--- src/rtl/backend_pwrseq_ctrl.sv ---
// Receiver backend power-up/reconfiguration sequencer: VCO -> stage-1 -> stage-2 release.
// Define BACKEND_GAIN_CHECK_EN to reject gainA2 codes above 5 with an o_cfg_err pulse.
module backend_pwrseq_ctrl #(
  parameter int unsigned VCO_WAIT   = 16,
  parameter int unsigned STAGE_WAIT = 8,
  parameter int unsigned CNT_W      = 8
) (
  input  logic       i_clk,
  input  logic       i_resetb,
  input  logic       i_cfg_valid,
  input  logic [4:0] i_cfg_data,
  output logic       o_cfg_ack,
`ifdef BACKEND_GAIN_CHECK_EN
  output logic       o_cfg_err,
`endif
  output logic [1:0] o_gainA1,
  output logic [2:0] o_gainA2,
  output logic       o_resetbvco,
  output logic       o_resetb1,
  output logic       o_resetb2,
  output logic       o_ready,
  output logic       o_busy
);

  localparam int unsigned VcoEff = (VCO_WAIT == 0) ? 1 : VCO_WAIT;
  localparam int unsigned StgEff = (STAGE_WAIT == 0) ? 1 : STAGE_WAIT;
  localparam logic [CNT_W-1:0] VcoLoad = CNT_W'(VcoEff - 1);
  localparam logic [CNT_W-1:0] StgLoad = CNT_W'(StgEff - 1);

  typedef enum logic [3:0] {
    StIdle, StLoad, StVcoW, StS1W, StS2W, StRun, StTd2, StTd1, StGset
  } state_e;

  state_e           r_state, w_state_nxt;
  logic [CNT_W-1:0] r_cnt, w_cnt_nxt;
  logic [4:0]       r_shadow;
  logic [1:0]       r_gain_a1;
  logic [2:0]       r_gain_a2;
  logic             r_ack, r_rstb_vco, r_rstb1, r_rstb2, r_ready, r_busy;
  logic             w_req, w_bad, w_accept, w_cnt_zero;

  always_comb begin
    w_state_nxt = r_state;
    w_cnt_nxt   = r_cnt;
    w_req       = i_cfg_valid && ((r_state == StIdle) || (r_state == StRun));
`ifdef BACKEND_GAIN_CHECK_EN
    w_bad       = (i_cfg_data[2:0] > 3'd5);
`else
    w_bad       = 1'b0;
`endif
    w_accept    = w_req && !w_bad;
    w_cnt_zero  = (r_cnt == '0);
    case (r_state)
      StIdle: if (w_accept) w_state_nxt = StLoad;
      StLoad: begin
        w_state_nxt = StVcoW;
        w_cnt_nxt   = VcoLoad;
      end
      StVcoW: begin
        if (w_cnt_zero) begin
          w_state_nxt = StS1W;
          w_cnt_nxt   = StgLoad;
        end else w_cnt_nxt = r_cnt - CNT_W'(1);
      end
      StS1W: begin
        if (w_cnt_zero) begin
          w_state_nxt = StS2W;
          w_cnt_nxt   = StgLoad;
        end else w_cnt_nxt = r_cnt - CNT_W'(1);
      end
      StS2W: begin
        if (w_cnt_zero) begin
          w_state_nxt = StRun;
          w_cnt_nxt   = '0;
        end else w_cnt_nxt = r_cnt - CNT_W'(1);
      end
      StRun: begin
        if (w_accept) begin
          w_state_nxt = StTd2;
          w_cnt_nxt   = StgLoad;
        end
      end
      StTd2: begin
        if (w_cnt_zero) begin
          w_state_nxt = StTd1;
          w_cnt_nxt   = '0;
        end else w_cnt_nxt = r_cnt - CNT_W'(1);
      end
      StTd1: begin
        w_state_nxt = StGset;
        w_cnt_nxt   = StgLoad;
      end
      StGset: begin
        // Gains settle with stage-1 held in reset, then re-enter the normal release path.
        if (w_cnt_zero) begin
          w_state_nxt = StS1W;
          w_cnt_nxt   = StgLoad;
        end else w_cnt_nxt = r_cnt - CNT_W'(1);
      end
      default: begin
        w_state_nxt = StIdle;
        w_cnt_nxt   = '0;
      end
    endcase
  end

  always_ff @(posedge i_clk or negedge i_resetb) begin
    if (!i_resetb) begin
      r_state    <= StIdle;
      r_cnt      <= '0;
      r_shadow   <= '0;
      r_ack      <= 1'b0;
      r_gain_a1  <= '0;
      r_gain_a2  <= '0;
      r_rstb_vco <= 1'b0;
      r_rstb1    <= 1'b0;
      r_rstb2    <= 1'b0;
      r_ready    <= 1'b0;
      r_busy     <= 1'b0;
    end else begin
      r_state <= w_state_nxt;
      r_cnt   <= w_cnt_nxt;
      r_ack   <= w_accept;
      if (w_accept) r_shadow <= i_cfg_data;
      // Both load points sit where stage-1 is already held in reset.
      if ((r_state == StLoad) || (r_state == StTd1)) begin
        r_gain_a1 <= r_shadow[4:3];
        r_gain_a2 <= r_shadow[2:0];
      end
      r_rstb_vco <= !(w_state_nxt inside {StIdle, StLoad});
      r_rstb1    <= (w_state_nxt inside {StS1W, StS2W, StRun, StTd2});
      r_rstb2    <= (w_state_nxt inside {StS2W, StRun});
      r_ready    <= (w_state_nxt == StRun);
      r_busy     <= !(w_state_nxt inside {StIdle, StRun});
    end
  end

`ifdef BACKEND_GAIN_CHECK_EN
  logic r_err;

  always_ff @(posedge i_clk or negedge i_resetb) begin
    if (!i_resetb) r_err <= 1'b0;
    else           r_err <= w_req && w_bad;
  end

  assign o_cfg_err = r_err;
`endif

  assign o_cfg_ack   = r_ack;
  assign o_gainA1    = r_gain_a1;
  assign o_gainA2    = r_gain_a2;
  assign o_resetbvco = r_rstb_vco;
  assign o_resetb1   = r_rstb1;
  assign o_resetb2   = r_rstb2;
  assign o_ready     = r_ready;
  assign o_busy      = r_busy;

endmodule

--- config.mk ---
export PLATFORM = sky130hd
export DESIGN_NAME = backend_pwrseq_ctrl
export DESIGN_NICKNAME = d
export VERILOG_FILES = /design/src/rtl/backend_pwrseq_ctrl.sv
export SDC_FILE = /design/constraint.sdc
export NUM_CORES = 1
export LEC_CHECK = 0
export CORE_AREA = 10 10 67 69
export CTS_CLUSTER_SIZE = 10
export DETAILED_ROUTE_END_ITERATION = 7
export DIE_AREA = 0 0 77 79
export PLACE_DENSITY_LB_ADDON = 0.15
export SYNTH_ARGS = -nofsm -noshare
export SYNTH_HDL_FRONTEND = slang
export SYNTH_SLANG_ARGS = --single-unit
export TNS_END_PERCENT = 30
--- constraint.sdc ---
create_clock -name i_clk -period 2.3 [get_ports i_clk]
set_input_delay 0.345 -clock i_clk [delete_from_list [all_inputs] [get_ports i_clk]]
set_output_delay 0.345 -clock i_clk [all_outputs]
set_load 0.01 [all_outputs]
==> flow_summary_export.csv <==
group,metric,value,unit
critical_path,path_class,"reg -> reg",
cells_and_area,layout_commonest_cell,"dfrtp_1",
pwr,internal-power,0.00148,W
critical_path,path_cells,"inv_1 > ha_1 > or3b_4 > nor3_4 > a21oi_1 > o311a_1",
logic_synthesis,synth_fa_ha_area_frac,0.00822,
floorplanning,die_h,79,um
logic_synthesis,yosys.cell_types.count,48,
logic_synthesis,ys_async_sr_fraction,1.00,
pwr,swShare,0.383,
global_routing,grt_util_all_layers,0.0998,
clock_network,cts-htree-levels,1,
floorplanning,fp-row-count,21,
clock_network,postCtsHoldBufs,0,
cells_and_area,drive_above_1_share,0.130,
floorplanning,die-width,77,um
cells_and_area,syn_to_final_growth,18.3,%
route,firstDrtPassIters,4,
logic_synthesis,synth_compound_area_frac,0.174,
floorplanning,fp.dieArea,0.00608,mm^2
run_status,status,"complete, no violations",
pwr,p_switching,0.000920,W
clock_network,postCtsSetupBuffers,0,
logic_synthesis,syn_inst,145,
critical_path,startpoint_type,"flip-flop",
timing,setup_slack,0.264,ns
logic_synthesis,syn_area,0.00152,mm^2
logic_synthesis,yosys.area_share.simple,0.210,
critical_path,path_depth,6,
floorplanning,ioPinCount,19,
timing,grt_setup_unrepaired,"no",
timing,hold_viol,0,
pwr,powerDensity,1330,mW/mm^2
timing,relSlewSlack,0.526,
logic_synthesis,synthMuxAreaShare,0.0871,
floorplanning,coreArea,0.00323,mm^2
critical_path,cp.arrival,2.26,ns
global_routing,grt_pass1_vias,1050,
logic_synthesis,synth_seq_cells,28,
critical_path,slowest_stage,"dfrtp_1",
clock_network,cts_tree,"done",
clock_network,clock_path_buffers,2,
logic_synthesis,seq_area_frac_synth,0.460,
logic_synthesis,syn-mean-instance-area,10.5,um^2
route,ant_nets,0,
clock_network,clk_latency,0.32,ns
timing,min_period_over_period,0.885,
logic_synthesis,synthXorXnorAreaFrac,0.0230,
route,via_count,1147,
critical_path,crit_path_max_fanout,9,
clock_network,cts_buffers,3,
logic_synthesis,synth_edf_count,0,
pwr,p_seq_frac,0.395,
clock_network,root_buffer,"clkbuf_4",
route,wl_per_cell,14.9,um
global_routing,antenna_found_initial,0,
critical_path,path_delay_family,"simple AND/OR/NAND/NOR gates",
timing,finalSetupViolCount,0,
placed_design,io_buffer_count,18,
critical_path,reg2regPathDepth,6,
cells_and_area,final_cell_mix,"28 x dfrtp_1, 18 x clkdlybuf4s50_1, 10 x mux2_1",
route,routed_wl,3.09,mm
timing,maxSlewViolCount,0,
cells_and_area,seq_area,701,um^2
logic_synthesis,syn_nets,154,
cells_and_area,post-route-util,0.557,
critical_path,path_buf_inv,1,
placed_design,placed_cell_area,0.00175,mm^2
route,drtIter0Drc,36,
clock_network,cts_sinks,28,
logic_synthesis,yosysWarningCount,0,
cells_and_area,n_fill_cell,312,
route,drcViolationCount,0,
cells_and_area,insertedDiodeCount,0,
clock_network,path_clk_slew,0.15,ns
timing,clock.fmax,491,MHz
floorplanning,start_util,0.471,
pwr,leakage,0.753,nW
route,via_per_inst,5.51,
global_routing,grt_overflow,0,
timing,worst_slew_pin_slew,0.711,ns
placed_design,dpl.hpwl,2.33,mm
timing,finClkSkew,0.00550,ns
global_routing,grt_max_degree,29,
clock_network,ctsResizeCount,0,
worst_hold_path,hp-class,"in -> async",
pwr,p_comb_frac,0.472,
timing,finalSetupTns,0,ns
flow_run,maxCapViolCount,0,
critical_path,crit_required,2.53,ns
timing,finalCriticalPeriod,2.04,ns
global_routing,grt_pass1_wl,5.04,mm
critical_path,endpoint_kind,"flip-flop",
placed_design,place_congestion,0.811,
cells_and_area,multi_input_area,766,um^2
critical_path,slowest_delay,0.45,ns
cells_and_area,layout.nets,172,
cells_and_area,fin_area,0.00180,mm^2
logic_synthesis,synth_top_family_by_area,"simple AND/OR/NAND/NOR gates",
pwr,vdd_drop_max,519,uV
logic_synthesis,ys_dominant_reg_cell,"dfrtp_1",
placed_design,place_ws,0.269,ns
pwr,power_frac_clock,0.134,
[layout make-up]
| class | count | share of cell area |
|---|---|---|
| clock inverter | 1 | 0.0167 |
| multi-input combinational | 103 | 0.425 |
| tap | 46 | 0.0319 |
| inverter | 6 | 0.0125 |
| clock buffer | 3 | 0.0125 |
| timing repair buffer | 21 | 0.112 |
| sequential | 28 | 0.389 |
[sequential cells by signal, indices dropped and copies added, names as in the netlist]
| signal | flops |
|---|---|
| o_ready | 1 |
| o_resetb2 | 1 |
| r_state | 4 |
| o_resetbvco | 1 |
| o_gainA1 | 2 |
| r_shadow | 5 |
| o_busy | 1 |
| o_resetb1 | 1 |
| o_cfg_ack | 1 |
| r_cnt | 8 |
| o_gainA2 | 3 |
[synth_stat cells, types with 3 or more instances]
cell	instances	area share
inv_1	4	0.0099
xnor2_1	4	0.023
buf_2	3	0.0099
nand2b_1	4	0.016
nand2_1	8	0.020
a21o_1	4	0.020
dfrtp_1	28	0.46
nor2b_1	4	0.016
a221o_1	3	0.020
o21ai_0	5	0.016
a21oi_1	4	0.013
clkbuf_1	4	0.0099
nor2_1	5	0.012
mux2_1	10	0.074
nor3_1	8	0.026
o21ai_1	4	0.013
or3_1	4	0.016
[worst reg2reg max path, delay by kind of cell (launching register included)]
kind / cells / cell delay [ns]
buf+inv: 1 / 0.08
flops: 1 / 0.45
compound gates: 2 / 0.42
simple gates: 2 / 0.79
fa+ha+maj: 1 / 0.19
[power groups by stage]
stage | clock network, W | registers [W] | logic, W
global placement | 0 | 0.000943 | 0.00112
CTS | 0.000333 | 0.000946 | 0.00115
detailed placement | 0 | 0.000956 | 0.00115
floorplan | 0 | 0.000859 | 0.000869
global route | 0.000349 | 0.000984 | 0.00126
finish | 0.000321 | 0.000948 | 0.00113
[routing by layer]
layer,track usage,vias up,part of all wire
li1,-,561,-
met1,0.119,567,0.46
met2,0.169,15,0.50
met3,0.0259,4,0.027
met4,0.0401,0,0.018
met5,0,-,0
[through the flow]
stage | cells | hold WS, ns | power (W)
3_3_place_gp | 204 | 0.461 | 0.00206
2_1_floorplan | 145 | 0.0494 | 0.00173
5_1_grt | 208 | 0.390 | 0.00259
4_1_cts | 208 | 0.375 | 0.00243
3_5_place_dp | 204 | 0.474 | 0.00211
6_report | 208 | 0.371 | 0.00240
[final timing paths]
kind	start	endpoint	slack [ns]
max	r_cnt[0]	o_busy	0.26
min	i_resetb	r_shadow[0]	0.37
max reg2reg	r_cnt[0]	o_busy	0.26
min reg2reg	r_shadow[1]	o_gainA2[1]	0.50
max in group asynchronous	i_resetb	o_busy	1.67
min in group i_clk	r_shadow[1]	o_gainA2[1]	0.50
[kinds of logic after synthesis]
logic type	Yosys count
muxes	12
AOI/OAI and AO/OA	36
and+or+nand+nor	50
adders and majority gates	1
xor gates and xnor gates	4
buffers and inverters	14
DFF	28
(Power assumes the default switching activity.)
